--- src/rtl/strhw_msg_feeder_pkg.sv ---
// Shared types and constants for the Streebog message feeder: control-logic state,
// feeder FSM encoding and block/word geometry.
package strhw_msg_feeder_pkg;

    localparam int unsigned StrhwBlockBytes = 64;
    localparam int unsigned StrhwWordBytes  = 8;
    localparam int unsigned StrhwWordWidth  = 8 * StrhwWordBytes;
    localparam int unsigned StrhwBlockWidth = 8 * StrhwBlockBytes;
    localparam int unsigned StrhwLanes      = StrhwBlockBytes / StrhwWordBytes;

    typedef enum logic [1:0] {
        StateClear,
        StateBusy,
        StateReady,
        StateDone
    } state_t;

    typedef enum logic [2:0] {
        StIdle,
        StFill,
        StSend,
        StWaitAcc,
        StWaitProc,
        StEmpty,
        StOut,
        StAck
    } feeder_state_t;

    // Keep only the low 'bytes' bytes of a word; bytes past the message tail read as zero.
    function automatic logic [StrhwWordWidth-1:0] mask_word(
        input logic [StrhwWordWidth-1:0] data,
        input logic [3:0]                bytes
    );
        logic [StrhwWordWidth-1:0] m;
        m = '0;
        for (int k = 0; k < int'(StrhwWordBytes); k++) begin
            if (k < int'(bytes)) m[8*k +: 8] = 8'hff;
        end
        return data & m;
    endfunction

endpackage

--- src/rtl/strhw_msg_feeder_if.sv ---
// Host-side bundle of the feeder: 64-bit message word stream in, digest handshake out.
interface strhw_msg_feeder_if;
    import strhw_msg_feeder_pkg::*;

    logic [StrhwWordWidth-1:0]  s_data;
    logic [3:0]                 s_bytes;
    logic                       s_last;
    logic                       s_hash256;
    logic                       s_valid;
    logic                       s_ready;
    logic [StrhwBlockWidth-1:0] h_data;
    logic                       h_valid;
    logic                       h_ready;

    modport master (
        output s_data, s_bytes, s_last, s_hash256, s_valid, h_ready,
        input  s_ready, h_data, h_valid
    );

    modport slave (
        input  s_data, s_bytes, s_last, s_hash256, s_valid, h_ready,
        output s_ready, h_data, h_valid
    );

endinterface

--- src/rtl/strhw_msg_feeder_assembler.sv ---
// Packs accepted message words into the 512-bit block lanes, zeroing bytes past the tail,
// and reports the byte position the current word would close the block at.
module strhw_msg_feeder_assembler
    import strhw_msg_feeder_pkg::*;
(
    input  logic                       clk_i,
    input  logic                       rst_i,
    input  logic                       clear_i,
    input  logic                       wr_i,
    input  logic [StrhwWordWidth-1:0]  data_i,
    input  logic [3:0]                 bytes_i,
    output logic [StrhwBlockWidth-1:0] block_o,
    output logic [3:0]                 idx_o,
    output logic [6:0]                 tail_o
);

    logic [StrhwWordWidth-1:0] lane_q [StrhwLanes];
    logic [3:0]                idx_q;

    always_ff @(posedge clk_i) begin
        if (rst_i || clear_i) begin
            for (int k = 0; k < int'(StrhwLanes); k++) lane_q[k] <= '0;
            idx_q <= '0;
        end else if (wr_i && (idx_q < 4'(StrhwLanes))) begin
            lane_q[idx_q[2:0]] <= mask_word(data_i, bytes_i);
            idx_q              <= idx_q + 4'd1;
        end
    end

    always_comb begin
        block_o = '0;
        for (int k = 0; k < int'(StrhwLanes); k++) begin
            block_o[StrhwWordWidth*k +: StrhwWordWidth] = lane_q[k];
        end
    end

    assign idx_o  = idx_q;
    // Byte count of the block if the incoming word were written now.
    assign tail_o = {idx_q[2:0], 3'b000} + {3'b000, bytes_i};

endmodule

--- src/rtl/strhw_msg_feeder.sv ---
// Streebog message feeder: turns a host word stream into 512-bit blocks for the control
// logic, sequences trg/ack against its state, and returns the (masked) digest.
module strhw_msg_feeder
    import strhw_msg_feeder_pkg::*;
(
    input  logic                       clk_i,
    input  logic                       rst_i,
    strhw_msg_feeder_if.slave          host,
    output logic                       trg_o,
    input  state_t                     state_i,
    output logic [StrhwBlockWidth-1:0] block_o,
    output logic [5:0]                 block_size_o,
    output logic                       last_o,
    output logic                       hash_size_o,
    input  logic [StrhwBlockWidth-1:0] hash_i
);

    localparam int unsigned HalfWidth = StrhwBlockWidth / 2;

    feeder_state_t              st_q, st_d;
    logic                       last_q, last_d;
    logic [5:0]                 size_q, size_d;
    logic                       hash_size_q, hash_size_d;
    logic [StrhwBlockWidth-1:0] h_data_q, h_data_d;
    logic                       empty_pend_q, empty_pend_d;
    logic                       first_q, first_d;
    logic                       ack_done_q, ack_done_d;

    logic       accept;
    logic       closing;
    logic       clear;
    logic [3:0] idx;
    logic [6:0] tail;

    strhw_msg_feeder_assembler u_assembler (
        .clk_i   (clk_i),
        .rst_i   (rst_i),
        .clear_i (clear),
        .wr_i    (accept),
        .data_i  (host.s_data),
        .bytes_i (host.s_bytes),
        .block_o (block_o),
        .idx_o   (idx),
        .tail_o  (tail)
    );

    always_ff @(posedge clk_i) begin
        if (rst_i) begin
            st_q         <= StIdle;
            last_q       <= 1'b0;
            size_q       <= '0;
            hash_size_q  <= 1'b0;
            h_data_q     <= '0;
            empty_pend_q <= 1'b0;
            first_q      <= 1'b0;
            ack_done_q   <= 1'b0;
        end else begin
            st_q         <= st_d;
            last_q       <= last_d;
            size_q       <= size_d;
            hash_size_q  <= hash_size_d;
            h_data_q     <= h_data_d;
            empty_pend_q <= empty_pend_d;
            first_q      <= first_d;
            ack_done_q   <= ack_done_d;
        end
    end

    always_comb begin
        st_d         = st_q;
        last_d       = last_q;
        size_d       = size_q;
        hash_size_d  = hash_size_q;
        h_data_d     = h_data_q;
        empty_pend_d = empty_pend_q;
        first_d      = first_q;
        ack_done_d   = ack_done_q;
        clear        = 1'b0;
        accept       = (st_q == StFill) && host.s_valid;
        // A short word closes the block even without s_last (malformed input).
        closing      = host.s_last || (host.s_bytes != 4'd8);

        unique case (st_q)
            StIdle: begin
                clear   = 1'b1;
                first_d = 1'b1;
                if (state_i == StateClear) st_d = StFill;
            end
            StFill: begin
                if (accept) begin
                    first_d = 1'b0;
                    if (first_q) hash_size_d = host.s_hash256;
                    if (closing) begin
                        st_d = StSend;
                        if (tail == 7'd64) begin
                            size_d       = '0;
                            last_d       = 1'b0;
                            empty_pend_d = 1'b1;
                        end else begin
                            size_d = tail[5:0];
                            last_d = 1'b1;
                        end
                    end else if (idx == 4'd7) begin
                        st_d   = StSend;
                        size_d = '0;
                        last_d = 1'b0;
                    end
                end
            end
            StSend: st_d = StWaitAcc;
            StWaitAcc: begin
                if (state_i == StateBusy || state_i == StateDone) st_d = StWaitProc;
            end
            StWaitProc: begin
                if (state_i == StateDone) begin
                    h_data_d = hash_size_q ? {{HalfWidth{1'b0}}, hash_i[HalfWidth-1:0]} : hash_i;
                    st_d     = StOut;
                end else if (state_i == StateReady && !last_q) begin
                    clear = 1'b1;
                    st_d  = empty_pend_q ? StEmpty : StFill;
                end
            end
            StEmpty: begin
                size_d       = '0;
                last_d       = 1'b1;
                empty_pend_d = 1'b0;
                st_d         = StSend;
            end
            StOut: begin
                ack_done_d = 1'b0;
                if (host.h_ready) st_d = StAck;
            end
            StAck: begin
                ack_done_d = 1'b1;
                if (ack_done_q && state_i == StateClear) st_d = StIdle;
            end
            default: st_d = StIdle;
        endcase
    end

    assign host.s_ready = (st_q == StFill);
    assign host.h_valid = (st_q == StOut);
    assign host.h_data  = h_data_q;
    assign trg_o        = (st_q == StSend) || ((st_q == StAck) && !ack_done_q);
    assign block_size_o = size_q;
    assign last_o       = last_q;
    assign hash_size_o  = hash_size_q;

endmodule
--- src/flat_wrapper.sv ---
// flat-port wrapper written by rule: the top's interface ports become plain ports
module strhw_msg_feeder_flat import strhw_msg_feeder_pkg::*;
  (clk_i, rst_i, trg_o, state_i, block_o, block_size_o, last_o, hash_size_o, hash_i, host_s_data, host_s_bytes, host_s_last, host_s_hash256, host_s_valid, host_h_ready, host_s_ready, host_h_data, host_h_valid);
  strhw_msg_feeder_if host_i ();
  input  logic clk_i;
  input  logic rst_i;
  output logic trg_o;
  input  state_t state_i;
  output logic [StrhwBlockWidth-1:0] block_o;
  output logic [5:0] block_size_o;
  output logic last_o;
  output logic hash_size_o;
  input  logic [StrhwBlockWidth-1:0] hash_i;
  input wire logic [$bits(host_i.s_data)-1:0] host_s_data;
  input wire logic [$bits(host_i.s_bytes)-1:0] host_s_bytes;
  input wire logic [$bits(host_i.s_last)-1:0] host_s_last;
  input wire logic [$bits(host_i.s_hash256)-1:0] host_s_hash256;
  input wire logic [$bits(host_i.s_valid)-1:0] host_s_valid;
  input wire logic [$bits(host_i.h_ready)-1:0] host_h_ready;
  output wire logic [$bits(host_i.s_ready)-1:0] host_s_ready;
  output wire logic [$bits(host_i.h_data)-1:0] host_h_data;
  output wire logic [$bits(host_i.h_valid)-1:0] host_h_valid;
  assign host_i.s_data = host_s_data;
  assign host_i.s_bytes = host_s_bytes;
  assign host_i.s_last = host_s_last;
  assign host_i.s_hash256 = host_s_hash256;
  assign host_i.s_valid = host_s_valid;
  assign host_i.h_ready = host_h_ready;
  assign host_s_ready = host_i.s_ready;
  assign host_h_data = host_i.h_data;
  assign host_h_valid = host_i.h_valid;
  strhw_msg_feeder u_core (.clk_i(clk_i), .rst_i(rst_i), .host(host_i), .trg_o(trg_o), .state_i(state_i), .block_o(block_o), .block_size_o(block_size_o), .last_o(last_o), .hash_size_o(hash_size_o), .hash_i(hash_i));
endmodule
--- config.mk ---
export PLATFORM = sky130hd
export DESIGN_NAME = strhw_msg_feeder_flat
export DESIGN_NICKNAME = d
export VERILOG_FILES = /design/src/rtl/strhw_msg_feeder_pkg.sv /design/src/rtl/strhw_msg_feeder_if.sv /design/src/rtl/strhw_msg_feeder_assembler.sv /design/src/rtl/strhw_msg_feeder.sv /design/src/flat_wrapper.sv
export SDC_FILE = /design/constraint.sdc
export NUM_CORES = 2
export LEC_CHECK = 0
export CORE_AREA = 2 2 639 641
export CTS_CLUSTER_SIZE = 12
export DETAILED_ROUTE_END_ITERATION = 8
export DIE_AREA = 0 0 641 643
export PLACE_DENSITY_LB_ADDON = 0.25
export SLEW_MARGIN = 5
export SYNTH_ARGS = -nofsm -noshare
export SYNTH_HDL_FRONTEND = slang
export SYNTH_SLANG_ARGS = --single-unit
--- constraint.sdc ---
create_clock -name clk_i -period 4.6 [get_ports clk_i]
set_input_delay 1.15 -clock clk_i [delete_from_list [all_inputs] [get_ports clk_i]]
set_output_delay 1.15 -clock clk_i [all_outputs]
set_load 0.03 [all_outputs]
==> impl_metrics.json <==
{
  "ys_warn_count": 0,
  "crit_path_start_kind": "flop",
  "via_per_inst": 3.203,
  "syn_area_um2": 37730,
  "worst_pin_slew_ns": 1.239,
  "place_hpwl_um": 238700,
  "cts_made_buffers": 148,
  "core_area_um2": 405200,
  "synth_edf_count": 512,
  "critPathKind": "reg -> out",
  "arrival_ns": 3.23,
  "fillers": 45350,
  "dr.pass1.iters": 7,
  "ioPinCount": 1623,
  "ys_ff_latch": 1042,
  "io_buffers": 1622,
  "grt_usage_pct": 13.67,
  "cellPowerDensity_nw_per_um2": 503.2,
  "synthDistinctLibCells": 49,
  "cp_max_fo": 20,
  "hold_class": "reg -> reg",
  "drv_slew": 0,
  "wl_per_cell_um": 27.46,
  "setup_tns_ns": 0,
  "grt_pass1_vias": 34120,
  "grt_pass1_wl_um": 371300,
  "skew_ns": 0.04964,
  "synthFlopType": "dfxtp_1",
  "insertion_delay_ns": 0.84,
  "final_nets": 5752,
  "grt_antenna_before_repair": 145,
  "hold_viol": 0,
  "wl_um": 294200,
  "die_w_um": 641,
  "syn_avg_cell_area_um2": 10.59,
  "maxSlewHeadroom_pct": 17.38,
  "fin_hold_ws_ns": 0.4498,
  "ant_nets": 0,
  "synth-async-reset-ratio_pct": 0,
  "grt_max_degree": 174,
  "yosys-top-cells-area": "edfxtp_1 41%, dfxtp_1 28%, nand2_1 8.6%, a21oi_1 6.9%, nor2_1 5.2%",
  "rsz0062_at_grt": "false",
  "ctsResizeCount": 0,
  "cts_hold_buffers": 0,
  "p_leak_nw": 21.18,
  "status": "completed",
  "syn_inst": 3562,
  "finalSetupViolations": 0,
  "yosysSeqAreaShare_pct": 68.88,
  "clock_sinks": 1042,
  "cts.clk_slew.worst_paths_ns": 0.06,
  "synth_nets": 4153,
  "gp_congestion": 0.8450,
  "irDropWorstVdd_v": 0.0002812,
  "clock-root-buffer": "clkbuf_16",
  "finalCritPeriodShare_pct": 95.24,
  "fin_util_pct": 16.12,
  "drc_errors": 0,
  "htree_num_levels": 4,
  "die_h_um": 643,
  "synth_top_area_share_pct": 40.75,
  "clockBufferDepth": 4,
  "cts_tree": "done",
  "drv_cap": 0,
  "floorplan.initialDensity_pct": 9.311,
  "vias": 34320,
  "dieArea_um2": 412200,
  "finalCriticalPeriod_ns": 4.381,
  "num_rows": 234,
  "area_growth_pct": 73.15,
  "final_layout_size_suffix_gt1_share_pct": 6.486,
  "cts_setup_buffers": 0,
  "grt-ovfl-total": 0,
  "yosysTopAreaCell": "edfxtp_1",
  "drtIter0Drc": 2471,
  "finalPower_mw": 32.87,
  "fmaxAchievable_mhz": 228.3,
  "end_kind": "output pin",
  "cp_data_required_time_ns": 3.45
}
## Yosys cell counts, drive strengths merged, types with 5 or more instances
library cell / instances
nand3: 7
o21ai: 7
nor3: 8
and3: 5
clkbuf: 142
nor2: 527
edfxtp: 512
nand2: 862
mux2i: 8
buf: 127
a21oi: 521
nand3b: 257
nand2b: 5
dfxtp: 530
## cell usage in the layout, fill, tap and decap left out, drive strengths merged, types with 7 or more instances in the layout
cell	Yosys	layout
dfxtp	530	530
nor2	527	527
o21ai	7	7
diode	0	14
clkinv	0	35
nand3b	257	257
buf	127	98
mux2i	8	8
nand3	7	7
a21oi	521	521
inv	3	13
clkinvlp	0	9
clkbuf	142	202
edfxtp	512	512
nand2	862	862
clkdlybuf4s50	0	1620
nor3	8	8
## layer usage
layer  wire length (um)  track usage (%)
met2             143700            23.76
met5                217                0
met1             111000            15.21
met4               7608            2.994
met3              31650            6.095
## cell type report
cell class              count  area (um2)  share of cell area (%)
multi-input cells        2248       10490                   16.05
inverters                   3       11.26                 0.01724
clock inverters            60       589.3                  0.9021
repair buffers           1718       17280                   26.46
diodes                     14       35.03                 0.05363
clock buffers             202        4140                   6.338
flip-flops and latches   1042       25990                   39.78
well taps                5428        6792                   10.40
## flip-flops by register name, indices dropped and copies added, names as in the netlist
name	flops
u_core.ack_done_q	1
u_core.block_size_o	6
u_core.empty_pend_q	1
u_core.first_q	1
u_core.hash_size_o	1
u_core.host.h_data	512
u_core.last_o	1
u_core.st_q	3
u_core.u_assembler.idx_o	4
u_core.u_assembler.lane_q	512
## stage by stage
step           cell area (um2)  std cells  setup WS (ns)
2_1_floorplan            37730       3562         0.5846
3_3_place_gp             60560      10440         0.3970
3_5_place_dp             60560      10440         0.3648
4_1_cts                  65290      10700         0.1691
5_1_grt                  65300      10710         0.1112
6_report                 65330      10720         0.2191
## worst max-delay path, stage by stage, from the launching register on
cell and delay (ns):
dfxtp_1 0.79, nand2b_1 0.21, nor2_1 0.50, clkdlybuf4s50_1 0.89
## worst paths after layout
check                          startpoint                         endpoint  slack, ns  cells past startpoint
setup reg to reg           u_core.st_q[2]  u_core.u_assembler.lane_q[4][8]       1.58                      6
hold reg to reg   u_core.host.h_data[312]          u_core.host.h_data[312]       0.45                      2
hold / removal    u_core.host.h_data[312]          u_core.host.h_data[312]       0.45                      2
setup / recovery           u_core.st_q[2]                     host_h_valid       0.22                      3
## report_power, final
part	switching [mW]	internal, mW
combinational	5.82	3.22
clock	4.81	6.68
sequential	0.736	11.6
## logic make-up after synthesis
kind of cell / count (synthesis) / share of synthesized area, %
and+or+nand+nor: 1691 / 19.76
DFF: 1042 / 68.88
AOI/OAI and AO/OA: 543 / 7.356
buffers and inverters: 272 / 3.628
muxes: 8 / 0.2123
xor gates and xnor gates: 3 / 0.06966
adders and majority gates: 3 / 0.09950
Power figures use the tool's default switching activity.
